===== src/rtl/fft_out_serializer.sv =====
// Serializes 8-bin complex FFT frames into a 32-byte stream (re hi, re lo, im hi, im lo per bin).
// Two frame slots: the active frame is streamed; one more frame may wait in the pending slot.
module fft_out_serializer #(
  parameter int DROP_W = 8
) (
  input  logic              clk,
  input  logic              reset,
  input  logic              frame_valid,
  input  logic [127:0]      y_r,
  input  logic [127:0]      y_i,
  output logic              frame_ready,
  output logic [7:0]        dout,
  output logic              dout_valid,
  input  logic              dout_ready,
  output logic              dout_first,
  output logic              dout_last,
  output logic [DROP_W-1:0] drop_cnt
);

  typedef enum logic {IDLE, SEND} state_t;

  state_t              r_state;
  state_t              w_state_next;
  logic [255:0]        r_active;
  logic [255:0]        r_pending;
  logic                r_pend_full;
  logic [4:0]          r_idx;
  logic [DROP_W-1:0]   r_drop;

  logic [255:0]        w_frame;
  logic [7:0]          w_bytes [32];
  logic                w_accept;
  logic                w_hs;
  logic                w_end;

  // Frame layout: byte b of the stream lives at w_frame[8b+7:8b].
  genvar gi;
  generate
    for (gi = 0; gi < 8; gi++) begin : g_pack
      assign w_frame[32*gi      +: 8] = y_r[16*gi + 8 +: 8];
      assign w_frame[32*gi + 8  +: 8] = y_r[16*gi     +: 8];
      assign w_frame[32*gi + 16 +: 8] = y_i[16*gi + 8 +: 8];
      assign w_frame[32*gi + 24 +: 8] = y_i[16*gi     +: 8];
    end
    for (gi = 0; gi < 32; gi++) begin : g_bytes
      assign w_bytes[gi] = r_active[8*gi +: 8];
    end
  endgenerate

  assign w_accept = frame_valid & ~r_pend_full;
  assign w_hs     = (r_state == SEND) & dout_ready;
  assign w_end    = w_hs & (r_idx == 5'd31);

  always_ff @(posedge clk) begin
    if (reset) begin
      r_state <= IDLE;
    end else begin
      r_state <= w_state_next;
    end
  end

  always_comb begin
    w_state_next = r_state;
    case (r_state)
      IDLE: if (w_accept) w_state_next = SEND;
      SEND: if (w_end && !r_pend_full && !w_accept) w_state_next = IDLE;
      default: w_state_next = IDLE;
    endcase
  end

  always_ff @(posedge clk) begin
    if (reset) begin
      r_active    <= '0;
      r_pending   <= '0;
      r_pend_full <= 1'b0;
      r_idx       <= 5'd0;
      r_drop      <= '0;
    end else begin
      // The index wraps 31 -> 0 on the final handshake, which also restarts the next frame.
      if (w_hs) begin
        r_idx <= r_idx + 5'd1;
      end
      if (r_state == IDLE) begin
        if (w_accept) r_active <= w_frame;
      end else if (w_end) begin
        if (r_pend_full) begin
          r_active    <= r_pending;
          r_pending   <= '0;
          r_pend_full <= 1'b0;
        end else if (w_accept) begin
          r_active <= w_frame;
        end
      end else if (w_accept) begin
        r_pending   <= w_frame;
        r_pend_full <= 1'b1;
      end
      if (frame_valid && r_pend_full && !(&r_drop)) begin
        r_drop <= r_drop + {{(DROP_W-1){1'b0}}, 1'b1};
      end
    end
  end

  assign frame_ready = ~r_pend_full;
  assign dout_valid  = (r_state == SEND);
  assign dout        = dout_valid ? w_bytes[r_idx] : 8'h00;
  assign dout_first  = dout_valid & (r_idx == 5'd0);
  assign dout_last   = dout_valid & (r_idx == 5'd31);
  assign drop_cnt    = r_drop;

endmodule


===== config.mk =====
export PLATFORM = sky130hd
export DESIGN_NAME = fft_out_serializer
export DESIGN_NICKNAME = d
export VERILOG_FILES = /design/src/rtl/fft_out_serializer.sv
export SDC_FILE = /design/constraint.sdc
export NUM_CORES = 1
export LEC_CHECK = 0
export ABC_CLOCK_PERIOD_IN_PS = 4200
export BUFFER_PORTS_ARGS = -buffer_cell sky130_fd_sc_hd__buf_4
export CAP_MARGIN = 20
export CORE_ASPECT_RATIO = 0.75
export CORE_UTILIZATION = 50
export DETAILED_ROUTE_END_ITERATION = 12
export PLACE_DENSITY = 0.7
export SETUP_SLACK_MARGIN = 0.2
export SLEW_MARGIN = 40
export SYNTH_ARGS = -nofsm -noshare
export SYNTH_HDL_FRONTEND = slang
export SYNTH_SLANG_ARGS = --single-unit

===== constraint.sdc =====
create_clock -name clk -period 4.2 [get_ports clk]
set_input_delay 0.84 -clock clk [delete_from_list [all_inputs] [get_ports clk]]
set_output_delay 0.84 -clock clk [all_outputs]
set_load 0.02 [all_outputs]

==> impl_metrics.tcl <==
set metrics [dict create \
    p_switching_w 0.00322 \
    std_cell_rows 66 \
    ios 280 \
    path_max_fanout 37 \
    synth_top_area_frac 0.476 \
    internal-power_w 0.00877 \
    syn_area_mm2 0.0222 \
    setup_viol 0 \
    via_count 20362 \
    synthTopCellsByCount "527 x dfxtp_1, 272 x a211oi_1, 269 x a21oi_1, 269 x nor2_1, 263 x nand2_1" \
    ant_nets 0 \
    drive_gt1_frac 0.171 \
    synth_most_common_cell "dfxtp_1" \
    hp-class "flop to flop" \
    seq_area_frac_synth 0.476 \
    portBuffers 279 \
    setup_tns_ns 0 \
    seqPwrFrac 0.466 \
    synthFlopType "dfxtp_1" \
    peakVddDrop_v 0.000319 \
    finalHoldViolCount 0 \
    power_density_mw_per_mm2 463 \
    track_usage 0.298 \
    fp.dieArea_mm2 0.0452 \
    min_period_ns 3.71 \
    final_nets 2897 \
    clockBufferDepth 3 \
    async_flop_share 0 \
    outcome "finished clean" \
    finalClockSkew_ns 0.0143 \
    rsz0062_at_grt "no" \
    setup_slack_ns 0.491 \
    rrSetupSlack_ns 1.06 \
    htreeDepth 2 \
    routabilityCongestion 0.897 \
    cp-start-kind "flop" \
    synth.avg_cell_area_um2 8.68 \
    post-cts-setup-buffers 0 \
    clock-sinks 527 \
    post-place-ws_ns 0.987 \
    die_h_um 184 \
    synth-edff-count 0 \
    p_leak_nw 9.19 \
    core_area_mm2 0.0435 \
    clk_latency_ns 0.58 \
    pwr-share-clk 0.388 \
    cp-end-kind "output pin" \
    yosysUniqueCellTypes 41 \
    yosysTopAreaCell "dfxtp_1" \
    drt_pass1_iterations 5 \
    viasPerCell 6.26 \
    grt_pass1_wl_mm 107 \
    synth_cells 2553 \
    hpwlAfterDp_mm 43.6 \
    antenna_found_initial 4 \
    wire_per_inst_um 21.3 \
    dr.first_iter.drc_count 2068 \
    yosys_warnings 0 \
    max_freq_mhz 270 \
    numCtsBuffers 51 \
    cts_tree "built" \
    drc_errors 0 \
    grt_start_max_net_pins 184 \
    grt_overflow 0 \
    synth_fp_nets 2817 \
    period_share 0.883 \
    relSlewSlack 0.400 \
    die_w_um 245 \
    synth_area_leaders "dfxtp_1 48%, a211oi_1 9.2%, o22ai_1 7.2%, a21oi_1 6.1%, mux4_2 5.7%" \
    synth-seq-cells 527 \
    root_buffer "clkbuf_16" \
    drv_cap 0 \
    tightest_slew_ns 0.900 \
    wirelength_mm 69.4 \
    worstSetupPathType "flop to output pin" \
    start_util 0.509 \
    grt_pass1_vias 18796 \
    power_frac_comb 0.146 \
    areaGrowthSynthToFinish_pct 16.9 \
    power.share.switching 0.269 \
    cts.clk_slew.worst_paths_ns 0.06 \
    cts_resized 0 \
    maxSlewViolCount 0 \
    required_ns 3.36 \
    cp.arrival_ns 2.87 \
    postCtsHoldBufs 0 \
]
## stage by stage
| step | instances | hold slack, ns | cell area, um2 | util | power, W |
|---|---|---|---|---|---|
| detailed placement | 3158 | 0.464 | 24200 | 0.556 | 0.00742 |
| floorplan | 2553 | 0.450 | 22200 | - | 0.00676 |
| global route | 3252 | 0.486 | 25900 | 0.595 | 0.0125 |
| finish | 3252 | 0.472 | 25900 | 0.595 | 0.0120 |
| global placement | 3158 | 0.456 | 24200 | 0.556 | 0.00737 |
| CTS | 3250 | 0.472 | 25900 | 0.595 | 0.0120 |
## kinds of logic (layout without fill, tap and decap cells)
kind of cell,Yosys count,after routing,share of synthesized area
AOI/OAI and AO/OA,1096,1096,0.299
xor gates and xnor gates,7,7,0.00277
adders and majority gates,4,4,0.00226
buffers and inverters,291,410,0.0589
DFF,527,527,0.476
muxes,75,75,0.0656
other,0,2,0
and+or+nand+nor,553,553,0.0956
## cell usage in the layout (no fill, tap or decap), drive strengths merged, types with 3 or more instances in the layout
cell type / n
nand3: 9
o22ai: 256
clkbuf: 79
a21oi: 269
inv: 6
a211oi: 272
o221ai: 8
nand2: 263
ha: 4
bufinv: 3
a311oi: 3
nor2b: 4
mux4: 56
buf: 312
o21ai: 257
nor2: 270
mux2i: 17
xnor2: 6
clkinv: 10
a22o: 16
dfxtp: 527
a31oi: 9
## routing by layer
metal  up-vias  global-route usage  part of all wire
met1      9909               0.437              0.44
li1       9543                   -                 -
met5         -                   0           0.00039
met4         4              0.0705             0.020
met2       807               0.451              0.46
met3        99              0.0527             0.081
## power groups by stage
stage / clock network, W / logic, W / registers (W)
6_report: 0.00465 / 0.00175 / 0.00560
5_1_grt: 0.00494 / 0.00191 / 0.00563
4_1_cts: 0.00471 / 0.00173 / 0.00559
3_5_place_dp: 0 / 0.00173 / 0.00569
3_3_place_gp: 0 / 0.00169 / 0.00568
2_1_floorplan: 0 / 0.00116 / 0.00560
## final timing paths
check,startpoint,endpoint,depth (start not counted)
max,r_idx[0],dout[4],6
min,r_pending[179],r_pending[179],2
max reg2reg,r_idx[0],r_pending[34],9
min reg2reg,r_pending[179],r_pending[179],2
## flip-flops by register name, indices dropped and copies added, names as in the netlist
signal and count:
r_idx 5, r_active 256, r_pend_full 1, drop_cnt 8, dout_valid 1, r_pending 256
## area by class of cell
type                            instances  area, um2
Fill cell                            3748      17600
Sequential cell                       527      10600
Clock inverter                         13        144
Inverter                                6       30.0
Antenna cell                            2       5.00
Timing Repair Buffer                  312       2540
Clock buffer                           79       1540
Multi-Input combinational cell       1735      10400
Tap cell                              578        723
## critical path: stages, from the launching register on
cell and delay [ns]:
dfxtp_4 0.56, buf_12 0.33, mux4_2 0.54, a22o_1 0.24, a21oi_1 0.27, a211oi_1 0.14
buf_4 0.21
Note: power is estimated with default switching activity, not from simulation.
